<file path="config.mk">
export PLATFORM = sky130hd
export DESIGN_NAME = pic_motion_ctrl
export DESIGN_NICKNAME = d
export VERILOG_FILES = /design/src/rtl/pic_motion_ctrl_pkg.sv /design/src/rtl/pic_motion_ctrl_bounce_axis.sv /design/src/rtl/pic_motion_ctrl.sv
export SDC_FILE = /design/constraint.sdc
export NUM_CORES = 1
export LEC_CHECK = 0
export CAP_MARGIN = 20
export CORE_MARGIN = 2
export CORE_UTILIZATION = 56
export DETAILED_ROUTE_END_ITERATION = 8
export GPL_TIMING_DRIVEN = 0
export PLACE_DENSITY = 0.81
export RECOVER_POWER = 50
export SLEW_MARGIN = 30
export SYNTH_ARGS = -nofsm -noshare
export SYNTH_HDL_FRONTEND = slang
export SYNTH_SLANG_ARGS = --single-unit
</file>
<file path="constraint.sdc">
create_clock -name pix_clk -period 3.1 [get_ports pix_clk]
set_input_delay 0.31 -clock pix_clk [delete_from_list [all_inputs] [get_ports pix_clk]]
set_output_delay 0.31 -clock pix_clk [all_outputs]
set_load 0.05 [all_outputs]
</file>
<file path="src/rtl/pic_motion_ctrl_pkg.sv">
// Shared types and derivations for the bouncing picture-window controller.
// Latency: n/a (types, constants and elaboration-time helpers only).
// Backpressure: n/a.
package pic_motion_ctrl_pkg;

   // Frame-update sequencer states
   typedef enum logic [1:0] {
      WAIT_VS = 2'd0,
      CALC    = 2'd1,
      COMMIT  = 2'd2
   } motion_state_t;

   // Direction flag encoding used by every axis
   localparam logic DIR_INC = 1'b1;
   localparam logic DIR_DEC = 1'b0;

   // Largest legal window origin along one axis (window flush with far edge)
   function automatic int travel_max(input int act, input int pic);
      return act - pic;
   endfunction

   // Window origin that centres the picture along one axis
   function automatic int center_pos(input int act, input int pic);
      return (act - pic) / 2;
   endfunction

endpackage

</file>
<file path="src/rtl/pic_motion_ctrl_bounce_axis.sv">
// One axis of the bouncing window: next origin and direction from current state and step.
// Latency: purely combinational.
// Backpressure: none; the caller decides when to sample the result.
// Ports: pos/dir = current origin and direction, step = magnitude (0 holds),
//        pos_nxt/dir_nxt = origin and direction after one update.
module bounce_axis
   import pic_motion_ctrl_pkg::*;
#(
   parameter int W   = 12,
   parameter int MAX = 1024
) (
   input  logic [W-1:0] pos,
   input  logic         dir,
   input  logic [3:0]   step,
   output logic [W-1:0] pos_nxt,
   output logic         dir_nxt
);

   localparam logic [W:0]   MAX_E = (W+1)'(MAX);
   localparam logic [W-1:0] MAX_P = W'(MAX);

   // One guard bit so pos+step near the top of the range cannot wrap
   logic [W:0] pos_e;
   logic [W:0] step_e;
   logic [W:0] sum;

   assign pos_e  = {1'b0, pos};
   assign step_e = (W+1)'(step);
   assign sum    = pos_e + step_e;

   always_comb begin
      pos_nxt = pos;
      dir_nxt = dir;
      // A zero step leaves the axis frozen, including its direction
      if (step != 4'd0) begin
         if (dir == DIR_INC) begin
            if (sum >= MAX_E) begin
               pos_nxt = MAX_P;
               dir_nxt = DIR_DEC;
            end else begin
               pos_nxt = sum[W-1:0];
            end
         end else begin
            if (pos_e <= step_e) begin
               pos_nxt = '0;
               dir_nxt = DIR_INC;
            end else begin
               pos_nxt = pos - W'(step);
            end
         end
      end
   end

endmodule

</file>
<file path="src/rtl/pic_motion_ctrl.sv">
// Frame-synchronous bouncing position controller and picture-ROM address sequencer.
// Latency: window update commits 2 cycles after vs rise; pic_vld trails the hit by 1 cycle.
// Backpressure: none; follows the free-running timing generator.
// Ports: pix_clk/rstn clock and async active-low reset; act_x/act_y/vs_in/de_in from timing gen;
//        run/step_req/dx_cfg/dy_cfg motion control; pos_x/pos_y committed window origin;
//        rom_addr/pic_vld ROM address and aligned data-valid; frame_tick pulses on each commit.
module pic_motion_ctrl
   import pic_motion_ctrl_pkg::*;
#(
   parameter int X_BITS    = 12,
   parameter int Y_BITS    = 12,
   parameter int H_ACT     = 1280,
   parameter int V_ACT     = 720,
   parameter int PIC_W     = 256,
   parameter int PIC_H     = 256,
   parameter int ADDR_BITS = 16
) (
   input  logic                 pix_clk,
   input  logic                 rstn,
   input  logic [X_BITS-1:0]    act_x,
   input  logic [Y_BITS-1:0]    act_y,
   input  logic                 vs_in,
   input  logic                 de_in,
   input  logic                 run,
   input  logic                 step_req,
   input  logic [3:0]           dx_cfg,
   input  logic [3:0]           dy_cfg,
   output logic [X_BITS-1:0]    pos_x,
   output logic [Y_BITS-1:0]    pos_y,
   output logic [ADDR_BITS-1:0] rom_addr,
   output logic                 pic_vld,
   output logic                 frame_tick
);

   localparam int MAX_X = travel_max(H_ACT, PIC_W);
   localparam int MAX_Y = travel_max(V_ACT, PIC_H);
   localparam logic [X_BITS-1:0] CTR_X   = X_BITS'(center_pos(H_ACT, PIC_W));
   localparam logic [Y_BITS-1:0] CTR_Y   = Y_BITS'(center_pos(V_ACT, PIC_H));
   localparam logic [X_BITS:0]   PIC_W_E = (X_BITS+1)'(PIC_W);
   localparam logic [Y_BITS:0]   PIC_H_E = (Y_BITS+1)'(PIC_H);

   motion_state_t state;
   motion_state_t state_nxt;

   logic vs_d;
   logic vs_rise;
   logic step_pend;
   logic calc_en;
   logic commit_en;

   logic              dir_x;
   logic              dir_y;
   logic [X_BITS-1:0] x_nxt;
   logic [Y_BITS-1:0] y_nxt;
   logic              xdir_nxt;
   logic              ydir_nxt;
   logic [X_BITS-1:0] x_calc;
   logic [Y_BITS-1:0] y_calc;
   logic              xdir_calc;
   logic              ydir_calc;

   logic hit_x;
   logic hit_y;
   logic hit;

   assign vs_rise = vs_in & ~vs_d;

   bounce_axis #(.W(X_BITS), .MAX(MAX_X)) u_axis_x (
      .pos     (pos_x),
      .dir     (dir_x),
      .step    (dx_cfg),
      .pos_nxt (x_nxt),
      .dir_nxt (xdir_nxt)
   );

   bounce_axis #(.W(Y_BITS), .MAX(MAX_Y)) u_axis_y (
      .pos     (pos_y),
      .dir     (dir_y),
      .step    (dy_cfg),
      .pos_nxt (y_nxt),
      .dir_nxt (ydir_nxt)
   );

   // ---------------- update sequencer ----------------
   always_ff @(posedge pix_clk or negedge rstn) begin
      if (!rstn) state <= WAIT_VS;
      else       state <= state_nxt;
   end

   always_comb begin
      state_nxt  = state;
      calc_en    = 1'b0;
      commit_en  = 1'b0;
      frame_tick = 1'b0;
      case (state)
         // step_req is tested directly so a request landing on the edge itself counts
         WAIT_VS: if (vs_rise && (run || step_pend || step_req)) state_nxt = CALC;
         CALC: begin
            calc_en   = 1'b1;
            state_nxt = COMMIT;
         end
         COMMIT: begin
            commit_en  = 1'b1;
            frame_tick = 1'b1;
            state_nxt  = WAIT_VS;
         end
         default: state_nxt = WAIT_VS;
      endcase
   end

   // ---------------- motion state ----------------
   always_ff @(posedge pix_clk or negedge rstn) begin
      if (!rstn) begin
         vs_d      <= 1'b0;
         step_pend <= 1'b0;
         pos_x     <= CTR_X;
         pos_y     <= CTR_Y;
         dir_x     <= DIR_INC;
         dir_y     <= DIR_INC;
         x_calc    <= CTR_X;
         y_calc    <= CTR_Y;
         xdir_calc <= DIR_INC;
         ydir_calc <= DIR_INC;
      end else begin
         vs_d <= vs_in;

         // Pending single step collapses any number of requests into one update
         if (run)            step_pend <= 1'b0;
         else if (step_req)  step_pend <= 1'b1;
         else if (commit_en) step_pend <= 1'b0;

         // Config is sampled here only, so mid-frame changes wait for the next update
         if (calc_en) begin
            x_calc    <= x_nxt;
            y_calc    <= y_nxt;
            xdir_calc <= xdir_nxt;
            ydir_calc <= ydir_nxt;
         end

         if (commit_en) begin
            pos_x <= x_calc;
            pos_y <= y_calc;
            dir_x <= xdir_calc;
            dir_y <= ydir_calc;
         end
      end
   end

   // ---------------- window hit and ROM addressing ----------------
   assign hit_x = ({1'b0, act_x} >= {1'b0, pos_x}) &&
                  ({1'b0, act_x} <  ({1'b0, pos_x} + PIC_W_E));
   assign hit_y = ({1'b0, act_y} >= {1'b0, pos_y}) &&
                  ({1'b0, act_y} <  ({1'b0, pos_y} + PIC_H_E));
   assign hit   = de_in & hit_x & hit_y;

   // rom_addr holds the index of the pixel being hit; raster order makes a counter enough
   always_ff @(posedge pix_clk or negedge rstn) begin
      if (!rstn) begin
         rom_addr <= '0;
         pic_vld  <= 1'b0;
      end else begin
         if (vs_rise)  rom_addr <= '0;
         else if (hit) rom_addr <= rom_addr + ADDR_BITS'(1);
         // ROM returns data one cycle after the address, so valid trails the hit by one
         pic_vld <= hit;
      end
   end

endmodule

</file>
==> metrics <==
Synthesized Nets=781; mux contribution to synthesized area=approximately 1.1%; largest family of logic cells by synthesized area=compound AO/OA/AOI/OAI gates; Post-Synth XOR/XNOR Area=under 10%; leakage=2.94 nW; Initial DRT Pass Iterations=5; post-layout util=72.0%; antenna cells=0; PortBufs=slightly below 80; Synth Area in Adders=between 10% and 20%; placed inst area=between 6000 and 7000 sq um; worst hold path class=reg2reg; DIE AREA=approximately 11000 sq um; Async SR Flop Fraction=100%; worst-path fanout max=5; core footprint=around 9900 sq um; Post-synth EDFFs=0; clk_skew=about 0.011 ns; status=finished with violations; Via density=6.49; final setup fails=0; sequential area share after synthesis=between 30% and 40%; share of post-route cells with drive strength above 1=between 10% and 20%; worst relative slew slack=-41.7%; CTS tree=done; Die X=around 110 microns; H-tree Lvls=3; initial antenna violation count=0; vias in the first global route=a little under 6000; Reg area=about 1800 sq um; Synth Instances=686; Slew Limit Fails=38; Antenna Nets Post-Route=0; Initial Utilization=between 50 and 60%; synth-to-layout area growth=24.1%; Final Cycle Share=a little over nine tenths; Design Area, Final=between 7000 and 8000 sq um; initial DRC count=~500; FF-to-FF setup slack=~0.14 ns; WHS Endpoint=state[0]$_DFFE_PN0P_; RSZ-0062 raised after global routing=true; final hold vios=0; CP endpoint kind=flip-flop; failing checks=max-capacitance violations, max-slew violations; fill count=between 700 and 800; worst skew pair latency=~0.37 ns; reg2reg start=pos_y[8]$_DFFE_PN0P_; row count=36; worst endpoint required time=between 3 and 4 ns; startpoint class of the critical path=primary input; Clk pin slew, worst setup/hold paths=approximately 0.080 ns; root buf cell=clkbuf_8; hold path cells=1; # DRC=0; Vias=around 6000; Max Fclk=approximately 330 MHz; area fraction in and, or, nand and nor cells after synthesis=19.8%; yosys warns=0; number of top-level pins=80; HPWL Detailed=roughly 14000 microns; hold_sp=state[1]$_DFFE_PN0P_; global route overflow=0; crit path DAT=3.26 ns; Critical Setup Path Class=in2reg; first-pass GRT wire length=29600 microns; chip height=around 110 microns; pwr/cell area=just under 1000 nW/um^2; gr usage total=~34%; Max IR drop VDD=roughly 620 uV; dominant synthesized flop cell=dfrtp_1; R2R Path End=rom_addr[8]$_DFFE_PN0P_; placer congestion estimate=0.996; actual slew at the worst max-slew pin=2.13 ns; Num CTS Buffers=9; CTS Sinks=73; fin crit period=3.00 ns; Mean Syn Cell Area=about 8.3 sq um; post-synthesis compound-gate area fraction=approximately a quarter; CTS max path bufs=2; synth unique cells=71; #FFs+latches synth=73; Routed WL=around 19000 microns; cell count of the worst reg-to-reg path=12; multi-input logic area=around 3600 sq um; Mapped Area=5720 sq um; pin count of the biggest net entering global routing=39; Hold Slack=0.441 ns; Avg WL per Cell=20.0 microns; Layout Nets=880; Max-Cap Viols=1
state kept, by name (all words and copies together) (netlist names):
name       count
rom_addr      16
pos_x         12
pos_y         12
x_calc        12
y_calc        12
state          2
dir_x          1
dir_y          1
pic_vld        1
step_pend      1
vs_d           1
xdir_calc      1
ydir_calc      1
cell type report:
type                       instances  area share, %
clock inverter                     4           1.39
timing repair buffer              89           12.4
sequential                        73           26.0
inverter                          43           2.38
buffer                            35           2.27
clock buffer                      12           2.19
multi-input combinational        534           51.0
tap                              133           2.34
how the worst max path moves through the flow:
stage          slack, ns                 endpoint  cells past startpoint                  from
2_1_floorplan        0.1    y_calc[6]$_DFFE_PN1N_                     10  pos_y[0]$_DFFE_PN0P_
4_1_cts          -0.0006  rom_addr[8]$_DFFE_PN0P_                     11  pos_y[5]$_DFFE_PN1P_
5_1_grt            -0.02  rom_addr[8]$_DFFE_PN0P_                     12  pos_y[8]$_DFFE_PN0P_
3_5_place_dp       -0.41    x_calc[9]$_DFFE_PN1N_                     10             dx_cfg[2]
3_3_place_gp       -0.78    x_calc[5]$_DFFE_PN0N_                      1                  rstn
6_report            0.10    x_calc[3]$_DFFE_PN0N_                     10             dx_cfg[1]
what timing repair did:
action,in CTS,in global routing
buffers inserted,1,7
pin swaps,1,4
setup endpoints to repair,18,34
hold buffers,1,0
endpoints found under the hold margin,30,0
gates resized for setup,5,22
cell usage in the layout, fill, tap and decap left out, drive strengths merged, types with 24 or more instances in the layout:
cell           Yosys  layout
dfrtp             59      59
clkdlybuf4s50      0      75
o21ai             72      72
clkbuf            24      37
a21oi             47      47
nor2              46      46
nand2             76      76
inv               41      40
nand3             24      24
ha                53      53
worst max-delay path, cell delays in order:
cell and delay [ns]:
clkdlybuf4s50_1 0.63, inv_1 0.14, ha_1 0.35, nor2b_1 0.16, nor2_1 0.08, o41ai_1 0.56
o41ai_4 0.18, and2_1 0.28, a221o_1 0.36, a31o_1 0.22
Yosys cell counts, types with 7 or more instances:
cell type	count	share of area [%]
nand2_1	76	5.0
o21ai_0	61	5.3
dfrtp_1	59	26
ha_1	53	12
a21oi_1	47	4.1
nor2_1	46	3.0
inv_1	40	2.6
clkbuf_1	24	1.6
nand3_1	24	2.1
dfstp_2	14	6.4
a31oi_1	11	1.2
nor2b_1	11	1.2
nor3_1	11	0.96
o21ai_1	11	0.96
a21o_1	10	1.3
or3_1	10	1.1
buf_2	9	0.79
nand4_1	9	0.98
o2111ai_1	9	1.4
o21a_1	9	1.2
o31ai_1	9	1.2
or4_1	9	1.2
xnor2_1	9	1.4
o211ai_1	7	0.92
per-layer routing:
layer | vias up | share of wire, % | global-route usage (%)
met5 | - | 0 | 0
li1 | 2728 | - | -
met2 | 345 | 48 | 56.2
met4 | 0 | 4.3 | 15.1
met3 | 72 | 9.3 | 7.49
met1 | 2844 | 39 | 41.9
through the flow:
| stage | instances | TNS, ns | total power (W) | setup slack (ns) |
|---|---|---|---|---|
| after floorplan | 686 | 0 | 0.00452 | 0.0992 |
| after global placement | 898 | -53.02 | 0.00562 | -0.778 |
| after detailed placement | 899 | -9.45 | 0.00572 | -0.414 |
| after CTS | 917 | -0.000628 | 0.00673 | -0.000628 |
| after global routing | 923 | -0.0189 | 0.00740 | -0.0184 |
| final | 923 | 0 | 0.00696 | 0.102 |
power by group:
group | total [W] | switching, W | internal [W]
Clock | 0.000962 | 0.000382 | 0.000581
Sequential | 0.00171 | 0.000372 | 0.00134
Combinational | 0.00429 | 0.00267 | 0.00161
Total | 0.00696 | 0.00343 | 0.00353
cell families (layout without fill, tap and decap cells):
logic type,after synthesis,count (layout)
AND/OR/NAND/NOR,230,230
adder cells (fa/ha/maj),57,57
AO/OA/AOI/OAI,229,229
flip-flops,73,73
buffers and inverters,79,183
multiplexers,6,6
XOR/XNOR,12,12
Power figures use the tool's default switching activity.
